File: config.mk
export PLATFORM = sky130hd
export DESIGN_NAME = mem_port_arbiter
export DESIGN_NICKNAME = d
export VERILOG_FILES = /design/src/rtl/mem_port_arbiter.sv
export SDC_FILE = /design/constraint.sdc
export NUM_CORES = 1
export LEC_CHECK = 0
export BUFFER_PORTS_ARGS = -buffer_cell sky130_fd_sc_hd__buf_2
export CAP_MARGIN = 20
export CORE_AREA = 3 3 315 317
export CTS_CLUSTER_DIAMETER = 60
export CTS_CLUSTER_SIZE = 10
export DETAILED_ROUTE_END_ITERATION = 10
export DIE_AREA = 0 0 318 320
export PLACE_DENSITY_LB_ADDON = 0.12
export RECOVER_POWER = 25
export SETUP_SLACK_MARGIN = 0.05
export SYNTH_ARGS = -nofsm -noshare
export SYNTH_HDL_FRONTEND = slang
export SYNTH_SLANG_ARGS = --single-unit
File: constraint.sdc
create_clock -name clk -period 1.6 [get_ports clk]
set_input_delay 0.08 -clock clk [delete_from_list [all_inputs] [get_ports clk]]
set_output_delay 0.08 -clock clk [all_outputs]
set_load 0.02 [all_outputs]
File: src/rtl/mem_port_arbiter.sv
// Shares one 128-bit block-memory port between the I-cache (port 0) and the D-cache (port 1).
// Define ARB_ROUND_ROBIN_EN for round-robin on simultaneous requests; otherwise port 1 has fixed priority.
module mem_port_arbiter #(
   parameter int ADDR_W  = 12,
   parameter int BLK_W   = 128,
   parameter int TIMEOUT = 255
) (
   input  logic              clk,
   input  logic              rst,
   input  logic [ADDR_W-1:0] m0_req_addr,
   input  logic              m0_req_rw,
   input  logic              m0_req_valid,
   input  logic [BLK_W-1:0]  m0_data_write,
   output logic [BLK_W-1:0]  m0_data_read,
   output logic              m0_ready,
   input  logic [ADDR_W-1:0] m1_req_addr,
   input  logic              m1_req_rw,
   input  logic              m1_req_valid,
   input  logic [BLK_W-1:0]  m1_data_write,
   output logic [BLK_W-1:0]  m1_data_read,
   output logic              m1_ready,
   output logic [ADDR_W-1:0] mem_req_addr,
   output logic              mem_req_rw,
   output logic              mem_req_valid,
   output logic [BLK_W-1:0]  mem_data_write,
   input  logic [BLK_W-1:0]  mem_data_read,
   input  logic              mem_ready,
   output logic [1:0]        grant,
   output logic              timeout_err
);

   typedef enum logic [1:0] {IDLE, BUSY, RELEASE} state_t;

   localparam logic [7:0] WAIT_LAST = 8'(TIMEOUT - 1);

   state_t     state_q, state_d;
   logic       owner_q, owner_d;
   logic [7:0] wait_cnt_q, wait_cnt_d;
   logic       timeout_err_q, timeout_err_d;
   logic       busy;
   logic       own_valid;
   logic       winner;

   assign busy      = (state_q == BUSY);
   assign own_valid = owner_q ? m1_req_valid : m0_req_valid;

`ifdef ARB_ROUND_ROBIN_EN
   logic last_grant_q, last_grant_d;

   // On a tie the port that did not win last time goes first.
   always_comb begin
      winner = m1_req_valid;
      if (m0_req_valid && m1_req_valid) winner = ~last_grant_q;
   end

   always_comb begin
      last_grant_d = last_grant_q;
      if (state_q == IDLE && (m0_req_valid || m1_req_valid)) last_grant_d = winner;
   end

   always_ff @(posedge clk or posedge rst) begin
      if (rst) last_grant_q <= 1'b1;
      else     last_grant_q <= last_grant_d;
   end
`else
   assign winner = m1_req_valid;
`endif

   always_comb begin
      state_d       = state_q;
      owner_d       = owner_q;
      wait_cnt_d    = wait_cnt_q;
      timeout_err_d = timeout_err_q;
      case (state_q)
         IDLE: begin
            if (m0_req_valid || m1_req_valid) begin
               state_d    = BUSY;
               owner_d    = winner;
               wait_cnt_d = '0;
            end
         end
         BUSY: begin
            if (mem_ready) begin
               state_d = RELEASE;
            end else if (!own_valid) begin
               state_d = IDLE;
            end else if (wait_cnt_q == WAIT_LAST) begin
               // Memory never answered: flag it and free the port.
               timeout_err_d = 1'b1;
               state_d       = RELEASE;
            end else if (wait_cnt_q != 8'hFF) begin
               wait_cnt_d = wait_cnt_q + 8'd1;
            end
         end
         RELEASE: state_d = IDLE;
         default: state_d = IDLE;
      endcase
   end

   always_ff @(posedge clk or posedge rst) begin
      if (rst) begin
         state_q       <= IDLE;
         owner_q       <= 1'b0;
         wait_cnt_q    <= '0;
         timeout_err_q <= 1'b0;
      end else begin
         state_q       <= state_d;
         owner_q       <= owner_d;
         wait_cnt_q    <= wait_cnt_d;
         timeout_err_q <= timeout_err_d;
      end
   end

   // Memory side is a pure mux so a request reaches memory the cycle the grant starts.
   assign grant          = busy ? (owner_q ? 2'b10 : 2'b01) : 2'b00;
   assign mem_req_valid  = busy & own_valid;
   assign mem_req_addr   = busy ? (owner_q ? m1_req_addr : m0_req_addr) : '0;
   assign mem_req_rw     = busy & (owner_q ? m1_req_rw : m0_req_rw);
   assign mem_data_write = busy ? (owner_q ? m1_data_write : m0_data_write) : '0;

   assign m0_data_read = mem_data_read;
   assign m1_data_read = mem_data_read;
   assign m0_ready     = mem_ready & busy & ~owner_q;
   assign m1_ready     = mem_ready & busy & owner_q;
   assign timeout_err  = timeout_err_q;

endmodule

==> results of run 1 <==
## metrics by stage
step	util, %	setup slack (ps)	TNS (ps)	hold WS (ps)	cell area, um2
after floorplan	-	73.3	0	-55.3	4800
after detailed placement	7.38	-487	-3510	160	7120
final	10.4	-263	-21180	151	9990
after global routing	10.3	-327	-32590	155	9990
after CTS	9.18	-315	-22900	150	8860
after global placement	7.38	-433	-2880	160	7120
## layout by cell type, fill, tap and decap left out, types with 4 or more instances in the layout
master and instances:
sky130_fd_sc_hd__buf_6 77, sky130_fd_sc_hd__buf_16 15, sky130_fd_sc_hd__nand3_1 6, sky130_fd_sc_hd__nand2_1 5, sky130_fd_sc_hd__buf_8 13, sky130_fd_sc_hd__clkbuf_16 9, sky130_fd_sc_hd__buf_2 303, sky130_fd_sc_hd__buf_12 30
sky130_fd_sc_hd__nor2_2 33, sky130_fd_sc_hd__mux2i_4 44, sky130_fd_sc_hd__nor2_4 39, sky130_fd_sc_hd__a21oi_1 4, sky130_fd_sc_hd__dfrtp_1 10, sky130_fd_sc_hd__mux2i_1 70, sky130_fd_sc_hd__buf_4 91, sky130_fd_sc_hd__inv_1 6
sky130_fd_sc_hd__nor2_1 79, sky130_fd_sc_hd__mux2i_2 29
## critical path: cells and delay by family (launching register included)
family | cells | cell delay [ps]
and+or+nand+nor | 1 | 70
DFF | 1 | 500
buffers and inverters | 4 | 590
muxes | 1 | 360
## layer usage
layer  share of wire (%)  global-route usage, %  vias to the layer above
met3                 8.8                   2.28                      139
met2                  46                   11.8                      440
met1                  42                   8.83                     2355
met4                 3.3                   2.13                        4
li1                    -                      -                     2409
met5               0.070                      0                        -
## final timing paths
path | slack (ps) | endpoint | depth (start not counted)
worst max-delay path | -260 | mem_data_write[68] | 6
worst min-delay path | 150 | owner_q | 2
worst max register to register | -110 | wait_cnt_q[3] | 6
worst min register to register | 470 | timeout_err | 1
max in group asynchronous | 760 | owner_q | 3
min in group asynchronous | 420 | wait_cnt_q[6] | 3
## registers in the layout (all words and copies together), names as in the netlist
name,count
wait_cnt_q,8
owner_q,1
timeout_err,1
state_q,2
## area by class of cell
class                           count  area, um2  share of cell area [%]
Multi-Input combinational cell    346       3450                    34.5
Timing Repair Buffer              539       4530                    45.4
Tap cell                         1276       1600                    16.0
Antenna cell                        1       2.50                  0.0250
Inverter                            6       22.5                   0.225
Clock buffer                        4       88.8                   0.889
Sequential cell                    12        305                    3.05
## power breakdown
group / switching, mW / internal (mW)
logic: 8.36 / 8.83
clock network: 0.157 / 0.380
registers: 0.138 / 0.378
## synthesized netlist by cell type, drive strengths merged
master	instances
buf	290
nor2	151
mux2i	143
dfrtp	12
inv	6
nand3	6
a21oi	5
nand2	5
o21ai	4
and3	3
nor3	3
o2bb2ai	3
and2	2
ha	2
mux2	2
a2111o	1
a211oi	1
a21o	1
a221o	1
a22o	1
a2bb2oi	1
a31o	1
a31oi	1
nand2b	1
nand4	1
nor2b	1
nor4	1
o211ai	1
o21a	1
o21bai	1
o221ai	1
## kinds of logic (layout without fill, tap and decap cells)
| group | count (synthesis) | in the layout | synth area share (%) |
|---|---|---|---|
| flip-flops | 12 | 12 | 6.25 |
| AND/OR/NAND/NOR | 174 | 175 | 14.4 |
| buffers and inverters | 296 | 549 | 44.5 |
| other | 0 | 1 | 0 |
| multiplexers | 145 | 145 | 30.4 |
| AO/OA/AOI/OAI | 24 | 24 | 3.93 |
| adder cells (fa/ha/maj) | 2 | 2 | 0.521 |
## repair_timing
action                                  in CTS  in global routing
buffers inserted                            19                 21
hold buffers                                 1                  0
resized for setup                          288                221
gates cloned                                15                  7
endpoints found under the setup margin     152                157
endpoints found under the hold margin       12                  0
pin swaps                                    7                 24
==> flow_metrics.py, run 1 <==
metrics = {
    "run_status": {
        "outcome": "finished with violations",
        "failed_checks": "negative setup slack",
    },
    "synthesis": {
        "synthTopCellsByArea": "sky130_fd_sc_hd__buf_4, sky130_fd_sc_hd__mux2i_1, sky130_fd_sc_hd__nor2_1",
        "synthCells": 653,
        "synth.yosys.warnings": 0,
        "synth_area_leader_cell": "sky130_fd_sc_hd__buf_4",
        "yosysTopAreaCellShare_pct": 40.9,
        "synthesis.area_per_instance_um2": 7.36,
        "ys_ff_latch": 12,
        "synth.yosys.seq_area_share_pct": 6.25,
        "syn-num-nets": 1070,
        "synth_cell_types": 36,
        "synth.cell_area_um2": 4800,
    },
    "critical_path": {
        "cp_cell_sequence": "buf_12 > clkbuf_16 > buf_12 > mux2i_4 > nor2_4 > buf_6",
        "crit-reg2reg-launch": "owner_q",
        "path_common_cell": "sky130_fd_sc_hd__buf_12",
        "worst_setup_path_end_kind": "output pin",
        "worst-endpoint-required_ps": 1520,
        "crit_slowest_cell": "sky130_fd_sc_hd__dfrtp_4",
        "setup.worst_path.start_class": "flip-flop",
        "cp_max_fo": 7,
        "cp.arrival_ps": 1780,
        "crit_path_start": "owner_q",
        "slowest_delay_ps": 500,
        "setup.worst_path.class": "reg2out",
    },
    "power_and_ir_drop": {
        "power_leakage_nw": 4.33,
        "peakVddDrop_mv": 0.675,
        "power_per_cell_area_nw_per_um2": 1830,
        "total_power_mw": 18.2,
    },
    "timing": {
        "slew_headroom_pct": 63.2,
        "rsz_0062_raised_after_global_routing": "true",
        "final-max-slew-violation-count": 0,
        "tightest_slew_ps": 551,
        "shortest_period_the_worst_path_allows_ps": 1860,
        "timing.fmax_mhz": 537,
        "timing.final.hold_violations": 0,
        "setup_slack_ps": -263,
        "worst_clock_skew_ps": 0.495,
        "final-setup-viol-count": 151,
        "layout_worst_path_cycle_share_pct": 116,
    },
    "finish": {
        "share_of_cells_above_drive_strength_1_pct": 77.2,
        "net_count_final": 1325,
        "finish.cell_count_without_fillers": 2184,
        "fillers": 11200,
        "layout-area-overhead-vs-synth_pct": 108,
    },
    "detailed_routing": {
        "wirelength_um": 40200,
        "viasPerCell": 2.45,
        "vias": 5347,
        "detail_route.first_pass.iterations": 4,
        "ant_nets": 0,
        "drt_drc_violations_left": 0,
        "drt-initial-drc-count": 107,
        "route.detailed.wl_per_inst_um": 18.4,
    },
    "clock_tree": {
        "clkSinkCount": 12,
        "cts.clk_slew.worst_paths_ps": 50,
        "clk_root_buf": "sky130_fd_sc_hd__clkbuf_16",
        "insertion_delay_ps": 240,
        "maximum_level_of_the_cts_h_tree": 1,
        "clock_tree.buffer_depth": 2,
        "cts_buffers": 3,
        "tritoncts": "built",
    },
    "floorplan": {
        "placeableCoreArea_um2": 96600,
        "die_w_um": 318,
        "dieHeight_um": 320,
        "ios": 818,
        "placementRows": 114,
        "die_area_um2": 102000,
        "start_util_pct": 4.97,
    },
    "worst_hold_path": {
        "hold_class": "in2reg",
        "hold_path.startpoint": "m1_req_valid",
    },
    "global_route": {
        "gr-total-overflow": 0,
        "antenna_found_initial": 6,
        "global_route_wire_length_before_repair_um": 50500,
        "grt_start_max_net_pins": 19,
        "track_usage_pct": 7.14,
        "first_global_vias": 5740,
    },
    "placement": {
        "dp.cells": 2132,
        "estimated_wirelength_of_the_detail_placed_design_um": 30900,
        "port-buffer-count": 433,
        "gpl.final_weighted_congestion": 0.758,
    },
    "run": {
        "max_cap_viol_count": 0,
    },
}
Note: power is estimated with default switching activity, not from simulation.
==> run 2: changes to the inputs <==
ABC_AREA = 1   (was not set)
CORE_AREA = 3 3 317 319   (was 3 3 315 317)
DIE_AREA = 0 0 320 322   (was 0 0 318 320)
clock period = 2.4 ns   (was 1.6 ns; I/O delays follow)
==> flow_metrics.py, run 2 <==
metrics = {
    "critical_path": {
        "cp_max_fo": 33,
        "worst-endpoint-required_ps": 2280,
        "cp.arrival_ps": 2070,
        "crit_slowest_cell": "sky130_fd_sc_hd__dfrtp_1",
        "worst_setup_path_end_kind": "output pin",
        "cp_cell_sequence": "inv_2 > nor2_4 > nand2_1 > bufinv_16 > buf_4 > a22o_1 > buf_2",
        "setup.worst_path.class": "reg2out",
        "setup.worst_path.start_class": "flip-flop",
        "slowest_delay_ps": 390,
    },
    "finish": {
        "layout_commonest_cell": "sky130_fd_sc_hd__buf_2",
        "net_count_final": 1138,
        "layout_top_registers": "wait_cnt_q: 8 flops, state_q: 2 flops",
        "layout-area-overhead-vs-synth_pct": 51.0,
        "total_area_of_sequential_cells_um2": 300,
        "fin_util_pct": 6.36,
        "share_of_cells_above_drive_strength_1_pct": 65.1,
        "largest_register_ff_count": 8,
        "fillers": 11700,
        "multiInputGateArea_um2": 1660,
        "top_library_cells_by_usage_in_the_layout_fill_and_taps_aside": "sky130_fd_sc_hd__buf_2, sky130_fd_sc_hd__a22o_1, sky130_fd_sc_hd__nand2_1",
        "largest_register": "wait_cnt_q",
    },
    "power_and_ir_drop": {
        "switching_power_as_a_share_of_total_power_pct": 60.2,
        "power.share.clock_pct": 4.9,
        "combinationalPowerShare_pct": 90.7,
        "part_of_the_power_in_registers_pct": 4.4,
        "peakVddDrop_mv": 0.270,
        "power.internal_mw": 2.54,
        "power_per_cell_area_nw_per_um2": 1020,
        "power.net_switching_mw": 3.85,
        "power_leakage_nw": 2.99,
    },
    "timing": {
        "final.setup.tns_ps": 0,
        "worst_clock_skew_ps": 2.16,
        "timing.final.hold_violations": 0,
        "rsz_0062_raised_after_global_routing": "false",
        "final-max-slew-violation-count": 0,
        "layout_worst_path_cycle_share_pct": 91.4,
        "timing.fmax_mhz": 456,
        "shortest_period_the_worst_path_allows_ps": 2190,
        "final-setup-viol-count": 0,
        "tightest_slew_ps": 596,
        "slew_headroom_pct": 60.2,
    },
    "detailed_routing": {
        "vias": 4666,
        "ant_nets": 0,
        "wirelength_um": 35800,
        "route.detailed.wl_per_inst_um": 17.8,
        "drt-initial-drc-count": 273,
        "drt_drc_violations_left": 0,
        "detail_route.first_pass.iterations": 7,
        "viasPerCell": 2.32,
    },
    "synthesis": {
        "synth.cell_area_um2": 4130,
        "synth_enable_flop_cells": 0,
        "yosys-top-cells-count": "sky130_fd_sc_hd__buf_4, sky130_fd_sc_hd__a22o_1, sky130_fd_sc_hd__nand2_1, sky130_fd_sc_hd__nor2_1, sky130_fd_sc_hd__buf_2",
        "most_used_dff_post_synth": "sky130_fd_sc_hd__dfrtp_1",
        "synth.yosys.seq_area_share_pct": 7.27,
        "synth_area_leader_cell": "sky130_fd_sc_hd__buf_4",
        "synth_cell_types": 21,
        "ys_ff_latch": 12,
        "postSynth.asyncResetShare_pct": 100,
        "yosysTopAreaCellShare_pct": 49.6,
        "synth_most_common_cell": "sky130_fd_sc_hd__buf_4",
        "synthTopCellsByArea": "sky130_fd_sc_hd__buf_4, sky130_fd_sc_hd__a22o_1, sky130_fd_sc_hd__dfrtp_1",
        "synthesis.area_per_instance_um2": 7.57,
        "synthCells": 546,
        "synth.yosys.warnings": 0,
        "syn-num-nets": 963,
    },
    "clock_tree": {
        "clock_tree.buffer_depth": 2,
        "clkSinkCount": 12,
        "cts.clk_slew.worst_paths_ps": 50,
        "tritoncts": "built",
        "clk_root_buf": "sky130_fd_sc_hd__clkbuf_16",
        "insertion_delay_ps": 240,
        "maximum_level_of_the_cts_h_tree": 1,
        "cts_buffers": 3,
    },
    "worst_hold_path": {
        "hold_class": "in2reg",
    },
    "floorplan": {
        "die_w_um": 320,
        "placeableCoreArea_um2": 98100,
        "placementRows": 115,
        "ios": 818,
        "dieHeight_um": 322,
        "die_area_um2": 103000,
        "start_util_pct": 4.21,
    },
    "global_route": {
        "antenna_found_initial": 11,
        "first_global_vias": 4997,
        "track_usage_pct": 6.42,
        "gr-total-overflow": 0,
        "grt_start_max_net_pins": 40,
        "global_route_wire_length_before_repair_um": 45100,
    },
    "run": {
        "max_cap_viol_count": 0,
    },
    "placement": {
        "estimated_wirelength_of_the_detail_placed_design_um": 31700,
        "port-buffer-count": 433,
        "gpl.final_weighted_congestion": 0.733,
    },
    "run_status": {
        "outcome": "finished, final reports clean",
    },
}
[run 2: changes by cell type after synthesis, sizes merged, moves of 2 or more]
cell	delta
a21oi	-3
a22o	+140
and2	-2
and3	-3
buf	-3
inv	+6
mux2	-2
mux2i	-143
nand2	+50
nor2	-130
nor3	-2
o21ai	-2
o21bai	+2
o2bb2ai	-3
[run 2: timing repair]
action                                  in CTS  in global routing
endpoints found under the hold margin       12                  0
buffers inserted                             0                  2
endpoints found under the setup margin      16                  2
gates resized for setup                      5                  0
pin swaps                                    0                  1
hold buffers                                 1                  0
[run 2: area by class of cell]
type                            instances  area share [%]
Timing Repair Buffer                  457            40.3
Inverter                               12            1.14
Tap cell                             1287            25.8
Clock buffer                            3            1.20
Sequential cell                        12            4.81
Multi-Input combinational cell        235            26.6
Antenna cell                            3           0.120
[run 2: power groups by stage]
stage | registers [mW] | logic, mW | clock network, mW
CTS | 0.281 | 6.01 | 0.329
detailed placement | 0.284 | 5.92 | 0
global placement | 0.287 | 5.97 | 0
global route | 0.285 | 6.25 | 0.334
floorplan | 0.274 | 3.78 | 0
finish | 0.280 | 5.80 | 0.313
[run 2: final timing paths]
| check | endpoint | cells after the start | from | slack [ps] |
|---|---|---|---|---|
| setup / recovery | mem_data_write[50] | 7 | state_q[0] | 210 |
| hold / removal | owner_q | 3 | m1_req_valid | 140 |
| setup reg to reg | wait_cnt_q[4] | 6 | wait_cnt_q[0] | 840 |
| hold reg to reg | timeout_err | 1 | timeout_err | 470 |
| max in group asynchronous | wait_cnt_q[1] | 3 | rst | 1520 |
| min in group asynchronous | timeout_err | 3 | rst | 490 |
[run 2: logic make-up (layout without fill, tap and decap cells)]
logic type	count (synthesis)	in the layout	share of synthesized area [%]
other	0	3	0
flip-flops	12	12	7.27
AND/OR/NAND/NOR	83	83	8.17
XOR/XNOR	2	2	0.424
adder cells (fa/ha/maj)	2	2	0.605
AO/OA/AOI/OAI	148	148	31.0
buffers and inverters	299	472	52.5
[run 2: through the flow]
stage | total power, mW | cells | hold slack (ps) | setup slack (ps) | cell area, um2
after floorplan | 4.06 | 546 | -15.3 | 995 | 4130
after global placement | 6.26 | 2000 | 236 | 82.3 | 6110
after detailed placement | 6.21 | 2000 | 224 | 130 | 6110
after CTS | 6.62 | 2004 | 138 | 72.8 | 6220
after global routing | 6.87 | 2006 | 171 | 58.5 | 6230
final | 6.40 | 2009 | 141 | 206 | 6240
[run 2: critical path, delay by kind of cell, from the launching register on]
family	cells	cell delay, ps
buffers and inverters	4	830
flip-flops	1	390
AO/OA/AOI/OAI	1	280
AND/OR/NAND/NOR	2	260
[run 2: routing by layer]
metal / wire length [um] / vias up / GRT usage [%]
met5: 42 / - / 0.139
li1: - / 1994 / -
met1: 13700 / 2102 / 7.35
met4: 775 / 8 / 1.43
met3: 5060 / 39 / 3.56
met2: 16200 / 523 / 10.4
==> run 3: changes to the inputs <==
ABC_AREA = not set   (was 1)
CORE_AREA = 3 3 316 318   (was 3 3 317 319)
CTS_BUF_LIST = sky130_fd_sc_hd__clkbuf_16   (was not set)
DIE_AREA = 0 0 319 321   (was 0 0 320 322)
==> flow_metrics.py, run 3 (synthesized netlist as in run 1, its figures left out) <==
metrics = {
    "critical_path": {
        "worst-endpoint-required_ps": 2280,
        "crit_slowest_cell": "sky130_fd_sc_hd__mux2i_1",
        "worst_setup_path_end_kind": "output pin",
        "cp_max_fo": 43,
        "setup.worst_path.start_class": "flip-flop",
        "reg2regPathDepth": 6,
        "r2r-end": "wait_cnt_q[1]",
        "worst-r2r-setup-slack_ps": 640,
        "setup.worst_path.class": "reg2out",
        "cp.arrival_ps": 2120,
        "cp_cell_sequence": "buf_12 > mux2i_1 > nor2_1 > buf_2",
        "crit-reg2reg-launch": "wait_cnt_q[0]",
        "slowest_delay_ps": 640,
    },
    "finish": {
        "layout_top_registers": "wait_cnt_q: 8 flops, state_q: 2 flops",
        "fillers": 11500,
        "top_library_cells_by_usage_in_the_layout_fill_and_taps_aside": "sky130_fd_sc_hd__buf_2, sky130_fd_sc_hd__nor2_1, sky130_fd_sc_hd__mux2i_1",
        "layout-area-overhead-vs-synth_pct": 41.3,
        "net_count_final": 1240,
        "design_area_um2": 6790,
        "largest_register_ff_count": 8,
        "layout_commonest_cell": "sky130_fd_sc_hd__buf_2",
        "fin_util_pct": 7.01,
        "share_of_cells_above_drive_strength_1_pct": 56.7,
        "largest_register": "wait_cnt_q",
    },
    "placement": {
        "place_ws_ps": 380,
        "gpl.final_weighted_congestion": 0.758,
        "estimated_wirelength_of_the_detail_placed_design_um": 28100,
        "port-buffer-count": 433,
        "dpl_cell_area_um2": 6700,
    },
    "timing": {
        "worst_clock_skew_ps": 3.19,
        "timing.fmax_mhz": 447,
        "layout_worst_path_cycle_share_pct": 93.3,
        "final-setup-viol-count": 0,
        "slew_headroom_pct": 52.0,
        "rsz_0062_raised_after_global_routing": "false",
        "setup_slack_ps": 162,
        "timing.final.hold_violations": 0,
        "final.setup.tns_ps": 0,
        "tightest_slew_ps": 700,
        "final-max-slew-violation-count": 0,
        "shortest_period_the_worst_path_allows_ps": 2240,
    },
    "detailed_routing": {
        "drt-initial-drc-count": 139,
        "route.detailed.wl_per_inst_um": 14.7,
        "drt_drc_violations_left": 0,
        "ant_nets": 0,
        "wirelength_um": 30900,
        "vias": 4807,
        "viasPerCell": 2.29,
        "detail_route.first_pass.iterations": 4,
    },
    "power_and_ir_drop": {
        "power_per_cell_area_nw_per_um2": 984,
        "power_leakage_nw": 3.54,
        "total_power_mw": 6.68,
        "peakVddDrop_mv": 0.314,
    },
    "global_route": {
        "first_global_vias": 5221,
        "antenna_found_initial": 2,
        "global_route_wire_length_before_repair_um": 40400,
        "track_usage_pct": 5.54,
        "gr-total-overflow": 0,
        "grt_start_max_net_pins": 46,
    },
    "clock_tree": {
        "cts_post_setup_buffers_inserted": 0,
        "clk_root_buf": "sky130_fd_sc_hd__clkbuf_16",
        "insertion_delay_ps": 240,
        "clock_tree.buffer_depth": 2,
        "cts_buffers": 3,
        "cts.clk_slew.worst_paths_ps": 50,
        "tritoncts": "built",
        "maximum_level_of_the_cts_h_tree": 1,
        "clkSinkCount": 12,
    },
    "floorplan": {
        "die_area_um2": 102000,
        "ios": 818,
        "placementRows": 114,
        "placeableCoreArea_um2": 96900,
        "die_w_um": 319,
        "dieHeight_um": 321,
        "start_util_pct": 4.96,
    },
    "run_status": {
        "outcome": "finished, final reports clean",
    },
    "worst_hold_path": {
        "hold_class": "in2reg",
        "hold_path.startpoint": "m1_req_valid",
        "hold_path_depth": 2,
        "hold-path-endpoint": "owner_q",
    },
    "run": {
        "max_cap_viol_count": 0,
    },
}
-- run 3: cell type report --
class	count	area [um2]	share of cell area [%]
Timing Repair Buffer	455	2410	35.5
Multi-Input combinational cell	345	2370	35.0
Tap cell	1276	1600	23.5
Sequential cell	12	304	4.48
Antenna cell	1	2.50	0.0369
Clock inverter	1	3.75	0.0553
Clock buffer	3	75.1	1.11
Inverter	6	22.5	0.332
-- run 3: worst max path at each step --
| stage | from | end | cells after the start |
|---|---|---|---|
| after floorplan | wait_cnt_q[0] | wait_cnt_q[1] | 6 |
| after global placement | owner_q | mem_data_write[90] | 4 |
| after detailed placement | owner_q | mem_data_write[90] | 4 |
| after CTS | owner_q | mem_data_write[90] | 4 |
| after global routing | owner_q | mem_data_write[88] | 4 |
| final | owner_q | mem_data_write[71] | 4 |
-- run 3: report_power, final --
part           switching (mW)  internal [mW]
sequential              0.111          0.250
combinational            3.86           2.13
clock                   0.104          0.221
-- run 3: through the flow --
| step | instances | hold WS, ps |
|---|---|---|
| 2_1_floorplan | 653 | -15.3 |
| 3_3_place_gp | 2093 | 239 |
| 3_5_place_dp | 2093 | 222 |
| 4_1_cts | 2098 | 177 |
| 5_1_grt | 2098 | 192 |
| 6_report | 2099 | 179 |
-- run 3: critical path, delay by kind of cell, from the launching register on --
| family | cells | cell delay [ps] |
|---|---|---|
| multiplexers | 1 | 640 |
| AND/OR/NAND/NOR | 1 | 90 |
| buffers and inverters | 2 | 500 |
| flip-flops | 1 | 570 |
-- run 3: per-layer routing --
layer	GRT usage (%)	part of all wire (%)	up-vias
li1	-	-	2217
met3	2.28	12	116
met4	2.20	4.0	0
met5	0	0	-
met1	6.30	39	2067
met2	9.24	45	407
-- run 3: repair_timing --
| item | CTS | global route |
|---|---|---|
| endpoints found under the hold margin | 12 | 0 |
| hold buffers | 1 | 0 |
| gates resized for setup | 0 | 0 |
